--- src/rtl/alu_pkg.sv ---
// Shared ALU constants, condition-code enum and flag layout used by the
// flag register and its condition evaluator.
package alu_pkg;

   localparam int WIDTH_DEF = 32;

   localparam logic [2:0] OP_ADD = 3'b010;
   localparam logic [2:0] OP_SUB = 3'b011;

   typedef enum logic [2:0] {
      EQ = 3'b000,
      NE = 3'b001,
      LT = 3'b010,
      GE = 3'b011,
      CS = 3'b100,
      CC = 3'b101,
      VS = 3'b110,
      AL = 3'b111
   } cond_e;

   // Packed so that the bit order matches the {N,Z,C,V} output vector.
   typedef struct packed {
      logic n;
      logic z;
      logic c;
      logic v;
   } flags_t;

endpackage

--- src/rtl/cond_eval.sv ---
// Combinational condition-code decoder over a {N,Z,C,V} flag vector.
module cond_eval
   import alu_pkg::*;
(
   input  logic [3:0] flags,
   input  logic [2:0] cond,
   output logic       true
);

   flags_t f;
   assign f = flags;

   always_comb begin
      true = 1'b0;
      case (cond_e'(cond))
         EQ:      true = f.z;
         NE:      true = ~f.z;
         LT:      true = f.n ^ f.v;
         GE:      true = ~(f.n ^ f.v);
         CS:      true = f.c;
         CC:      true = ~f.c;
         VS:      true = f.v;
         AL:      true = 1'b1;
         default: true = 1'b0;
      endcase
   end

endmodule

--- src/rtl/flag_register.sv ---
// ALU status-flag register with forwarded condition evaluation and a
// sticky, saturating overflow event counter.
module flag_register
   import alu_pkg::*;
#(
   parameter int WIDTH = WIDTH_DEF,
   parameter int CNT_W = 8
) (
   input  logic             clk,
   input  logic             rst,
   input  logic             valid_in,
   input  logic [2:0]       op_sel,
   input  logic             msb_a,
   input  logic             msb_b,
   input  logic [WIDTH-1:0] result,
   input  logic             carry_in,
   input  logic             stall,
   input  logic             flush,
   input  logic             cond_req,
   input  logic [2:0]       cond,
   input  logic             clr_sticky,
   output logic [3:0]       flags_q,
   output logic             cond_valid,
   output logic             cond_true,
   output logic             ovf_sticky,
   output logic [CNT_W-1:0] ovf_count
);

   localparam logic [CNT_W-1:0] CNT_MAX = {CNT_W{1'b1}};

   flags_t flags_r;
   flags_t flags_nxt;
   logic   upd_acc;
   logic   req_acc;
   logic   is_arith;
   logic   v_new;
   logic   ovf_hit;
   logic   true_nxt;

   assign upd_acc  = valid_in & ~stall & ~flush;
   assign req_acc  = cond_req & ~stall & ~flush;
   assign is_arith = (op_sel == OP_ADD) || (op_sel == OP_SUB);

   // Operands agree in effective sign (B inverted for sub) but result sign differs.
   assign v_new   = is_arith & ~(msb_a ^ op_sel[0] ^ msb_b) & (msb_a ^ result[WIDTH-1]);
   assign ovf_hit = upd_acc & v_new;

   always_comb begin
      flags_nxt = flags_r;
      if (upd_acc) begin
         flags_nxt.n = result[WIDTH-1];
         flags_nxt.z = (result == '0);
         flags_nxt.c = is_arith ? carry_in : flags_r.c;
         flags_nxt.v = v_new;
      end
   end

   // Evaluating on flags_nxt forwards a same-cycle update into the condition.
   cond_eval u_cond_eval (
      .flags (flags_nxt),
      .cond  (cond),
      .true  (true_nxt)
   );

   // NOTE: rst is tested inside the clocked block, making it synchronous.
   always_ff @(posedge clk) begin
      if (rst) begin
         flags_r    <= '0;
         cond_valid <= 1'b0;
         cond_true  <= 1'b0;
         ovf_sticky <= 1'b0;
         ovf_count  <= '0;
      end else begin
         flags_r    <= flags_nxt;
         cond_valid <= req_acc;
         cond_true  <= req_acc & true_nxt;
         if (clr_sticky) begin
            ovf_sticky <= ovf_hit;
            ovf_count  <= ovf_hit ? CNT_W'(1) : '0;
         end else if (ovf_hit) begin
            ovf_sticky <= 1'b1;
            if (ovf_count != CNT_MAX) ovf_count <= ovf_count + CNT_W'(1);
         end
      end
   end

   assign flags_q = flags_r;

endmodule

--- config.mk ---
export PLATFORM = sky130hd
export DESIGN_NAME = flag_register
export DESIGN_NICKNAME = d
export VERILOG_FILES = /design/src/rtl/alu_pkg.sv /design/src/rtl/cond_eval.sv /design/src/rtl/flag_register.sv
export SDC_FILE = /design/constraint.sdc
export NUM_CORES = 1
export LEC_CHECK = 0
export ABC_AREA = 1
export CELL_PAD_IN_SITES_DETAIL_PLACEMENT = 1
export CELL_PAD_IN_SITES_GLOBAL_PLACEMENT = 2
export CORE_MARGIN = 1
export CORE_UTILIZATION = 15
export CTS_CLUSTER_SIZE = 12
export DETAILED_ROUTE_END_ITERATION = 12
export PLACE_DENSITY = 0.83
export SLEW_MARGIN = 10
export SYNTH_ARGS = -nofsm -noshare
export SYNTH_HDL_FRONTEND = slang
export SYNTH_SLANG_ARGS = --single-unit
--- constraint.sdc ---
create_clock -name clk -period 1.2 [get_ports clk]
set_input_delay 0.24 -clock clk [delete_from_list [all_inputs] [get_ports clk]]
set_output_delay 0.24 -clock clk [all_outputs]
set_load 0.005 [all_outputs]
**After elaboration in Yosys (flattened, before gate mapping)**

Cells that the tools add are included.

- Register bits after elaboration: 15
- Bits in latches: 0
- RAM bits: 0
- Memory bits (read-only): 0
- Input bits: 48
- Output and inout bits: 15
- Logic and storage cells: 52
- Memories: 0

- Add/sub/neg operators: 1
- Multipliers: 0
- Div/mod/pow operators: 0
- Magnitude comparators: 0
- Equality and inequality tests: 10
- Shift operators: 0
- Muxes and demuxes: 9
- Bitwise logic cells: 18
- Reductions and logical operators: 6

Operators by type and width:

| cell | count |
|---|---|
| zero test 32 bit | 1 |
| 2-to-1 mux 8 bit | 3 |
| equality test 3 x 2 -> 1 bit, second input constant | 4 |
| equality test 3 bit, second input constant | 4 |
| adder 8 x 1 -> 8 bit, second input constant | 1 |
| bitwise AND 1 bit | 8 |
| inequality test 8 bit, second input constant | 1 |
| one-hot mux 1 bit (8 select lines) | 1 |
| inverter 1 bit | 6 |
| 2-to-1 mux 1 bit | 4 |
| 2-to-1 mux 4 bit | 1 |
| nonzero test 2 bit | 2 |
| bitwise XOR 1 bit | 4 |
| equality test 3 x 1 -> 1 bit, second input constant | 1 |
| zero test 3 bit | 1 |
| AND reduction 2 bit | 1 |
| logical OR 1 bit | 1 |

**Longest topological paths before layout**

- Word-level depth: 10
- Mapped depth: 12
- Depth with buffers taken out: 12

**By module**

A second synthesis with hierarchy kept.

- Cells, all modules: 172
- Area, all modules: 1,063.5 µm²

Modules (own cells, without submodules):

| module | instances | cells each | area an instance (µm²) | seq. area each (µm²) |
|---|---|---|---|---|
| flag_register | 1 | 151 | 965.9 | 300.3 |
| cond_eval | 1 | 21 | 97.6 | 0.0 |

**Worst setup path before layout**

Ideal clock, no wire load.

- Kind: flip-flop to flip-flop
- Start point: reg ovf_count[0]
- End point: reg ovf_count[6]
- Setup time: 0.112 ns
- Arrival time: 1.234 ns
- Required time: 1.088 ns
- Path slack: -0.145 ns
- Stages on the path, launching flop included: 11
- Path buffers: 0
- Period minus slack after synthesis: 1.345 ns
- Path through: dfxtp_1 -> ha_1 -> nand3_2 -> nor2_2 -> nand2_1 -> nand3_2 -> nand2_4 -> clkinv_4 -> nor2_1 -> nor2_1 -> nor2_1

- Cells in the longest elaborated chain, start to end: 4
- Elaborated cells on any way between the ends: 7
- Those cells by class: add/sub: 1; eq/ne: 1; mux: 3; reduce/logical: 2

RTL lines:

| what | line | RTL |
|---|---|---|
| from (decl) | flag_register.sv:26 | `output logic [CNT_W-1:0] ovf_count` |
| from (signal assigned) | flag_register.sv:79 | `ovf_count <= ovf_hit ? CNT_W'(1) : '0;` |
| from (signal assigned) | flag_register.sv:82 | `if (ovf_count != CNT_MAX) ovf_count <= ovf_count + CNT_W'(1);` |
| adder 8 x 1 -> 8 bit | flag_register.sv:82 |  |
| 2-to-1 mux 8 bit | flag_register.sv:82 |  |
| 2-to-1 mux 8 bit | flag_register.sv:80 | `end else if (ovf_hit) begin` |
| 2-to-1 mux 8 bit | flag_register.sv:77 | `if (clr_sticky) begin` |

Parallel ways exist; a longest one is shown, timed or not. The select of a mux whose other input is x is not followed.
A chain may end at the register's enable or synchronous reset.

**Worst setup path in the final report**

Same ends and word-level chain as after synthesis.

==> metrics.yaml <==
synth:
  yosysTopAreaCell: "dfxtp_1"
  ys_ff_latch: 15
  ys_types: 23
  synth_common_cells: "41 x nand2_1, 40 x nor2_1, 15 x dfxtp_1, 15 x inv_1, 14 x nand3_1"
  seq_area_frac_synth: 0.308
  postSynthCellCount: 161
  async_flop_share: 0
  synth_edf_count: 0
  synth_warnings: 0
  synth_area_leaders: "dfxtp_1 31%, nand2_1 16%, nor2_1 15%, nand3_1 7.2%, inv_1 5.8%"
  synthesis.area_um2: 976
  syn_nets: 210
  ys.flop_type: "dfxtp_1"
  synth_most_common_cell: "nand2_1"
  synth.avg_cell_area_um2: 6.06
  synth_top_area_frac: 0.308
clock_tree:
  htreeDepth: 1
  path_clk_slew_ps: 70
  ctsLongestPathBuffers: 2
  cts_hold_buffers: 0
  cts.sinks: 15
  numCtsBuffers: 3
  cts_tree: "done"
  root_buffer: "clkbuf_8"
  clkLatencyLatePin_ps: 250
setup_path:
  cp.depth: 10
  worst_ep_arrival_time_ps: 1510
  crit_fanout: 8
  reg2regPathDepth: 10
  path_delay_family: "simple AND/OR/NAND/NOR gates"
  critPathMaxStageDelay_ps: 390
  path_cells: "ha_4 > nand3_4 > nor2_4 > nand2_4 > nand3_4 > nand2_8 > clkinv_8 > nor2_4 > nor2_2 > nor2_1"
  cp.buffers_inverters: 1
  crit_type: "flip-flop to flip-flop"
  crit_path_end_kind: "flip-flop"
  crit_required_ps: 1360
  slowest_stage: "dfxtp_4"
  crit_path_start_kind: "flip-flop"
floorplanning:
  start_util: 0.155
  die_h_um: 82.7
  dieArea_um2: 6830
  dieWidth_um: 82.7
  core_area_um2: 6310
  num_rows: 29
  ios: 63
pwr:
  p_leak_nw: 1.03
  power.internal_mw: 0.875
  p_clk_frac: 0.362
  vdd_drop_max_v: 0.000429
  power_switching_mw: 0.350
  switching_share: 0.286
  combPwrFrac: 0.234
  power_density_nw_per_um2: 576
  power_frac_seq: 0.404
drt:
  wire_per_inst_um: 12.5
  avgViaCountPerCell: 4.16
  drc_errors: 2
  firstDrtPassIters: 7
  vias: 1405
  wirelength_um: 4220
  drtAntennaViolNets: 0
  drt_iter0_markers: 28
sta:
  worst_pin_slew_ps: 262
  slew_headroom: 0.823
  timing.fmax_mhz: 741
  maxSlewViolCount: 0
  fin_ws_ps: -150
  timing.hold.ws_ps: 441
  setup_violations: 8
  finClkSkew_ps: 5.08
  hold_viol_final: 0
  period_share: 1.12
  fin_crit_ps: 1350
  rsz0062_at_grt: "true"
run:
  cap_violations: 0
finish:
  final_util: 0.337
  antenna_cells: 0
  seqCellArea_um2: 323
  fillers: 786
  area_growth_pct: 118
  drive_gt1_frac: 0.540
  final_nets: 311
  multiInputGateArea_um2: 852
place:
  portBuffers: 62
  hpwl_um: 3250
  gp_congestion: 0.755
global_route:
  grt.overflow.total: 0
  grt_pass1_wl_um: 6600
  antenna_found_initial: 0
  grt_max_degree: 10
  grt_use_total: 0.127
  grt_pass1_vias: 1430
hold_path:
  hp-class: "input port to flip-flop"
  whs_path_depth: 4
run_status:
  outcome: "finished with violations"
  violations: "DRC, setup timing"
==> kinds of logic (layout without fill, tap and decap cells) <==
family                     count (synthesis)  count (layout)  synth area share
and+or+nand+nor                          109             109             0.490
buffers and inverters                     17             117            0.0705
AOI/OAI and AO/OA                         15              15            0.0833
xor gates and xnor gates                   4               4            0.0359
DFF                                       15              15             0.308
adders and majority gates                  1               1            0.0128
==> tightest hold or removal path: cells and delay by family <==
kind / cells / cell delay (ps)
buf+inv: 2 / 200
simple gates: 2 / 200
==> registers in the layout, summed over array words and instances (netlist names) <==
register,cells
cond_true,1
cond_valid,1
flags_q,4
ovf_count,8
ovf_sticky,1
==> what timing repair did <==
item,CTS,global route
resized for setup,105,108
buffers inserted,10,4
pin swaps,55,66
setup endpoints to repair,28,14
==> cells in the final DEF (no fill, tap or decap), types with 9 or more instances in the layout <==
master | Yosys | layout
nand2_2 | 2 | 10
nand2_1 | 41 | 26
clkbuf_2 | 0 | 30
dlygate4sd2_1 | 0 | 9
buf_4 | 0 | 33
inv_1 | 15 | 10
nor2_2 | 3 | 9
clkdlybuf4s15_1 | 0 | 13
nor2_1 | 40 | 30
==> power by group through the flow <==
stage	sequential, mW	clock (mW)	combinational [mW]
floorplan	0.508	0	0.0822
global placement	0.508	0	0.298
finish	0.494	0.443	0.287
global route	0.495	0.466	0.318
detailed placement	0.508	0	0.301
CTS	0.494	0.455	0.277
==> final cells by class <==
| type | instances | area share |
|---|---|---|
| Clock buffer | 3 | 0.0194 |
| Clock inverter | 1 | 0.00235 |
| Inverter | 16 | 0.0341 |
| Multi-Input combinational cell | 129 | 0.401 |
| Sequential cell | 15 | 0.152 |
| Tap cell | 77 | 0.0453 |
| Timing Repair Buffer | 97 | 0.346 |
==> through the flow <==
stage	setup WS [ps]	power, mW	area [um2]	TNS, ps	cells
floorplan	-19.8	0.590	1000	-35.2	161
global placement	-570	0.806	1890	-6060	322
detailed placement	-611	0.809	1890	-6340	322
CTS	-196	1.23	2080	-1220	335
global route	-234	1.28	2130	-1390	338
finish	-150	1.23	2130	-786	338
==> worst paths after layout <==
check	from	to	slack, ps
worst max-delay path	ovf_count[0]	ovf_count[6]	-150
worst min-delay path	flush	cond_valid	440
worst max register to register	ovf_count[0]	ovf_count[6]	-150
worst min register to register	ovf_sticky	ovf_sticky	470
==> layer usage <==
layer / vias up / GRT usage / part of all wire
li1: 710 / - / -
met1: 675 / 0.168 / 0.44
met2: 16 / 0.216 / 0.53
met3: 4 / 0.0187 / 0.022
met4: 0 / 0.0310 / 0.0078
met5: - / 0 / 0
Note: power is estimated with default switching activity, not from simulation.
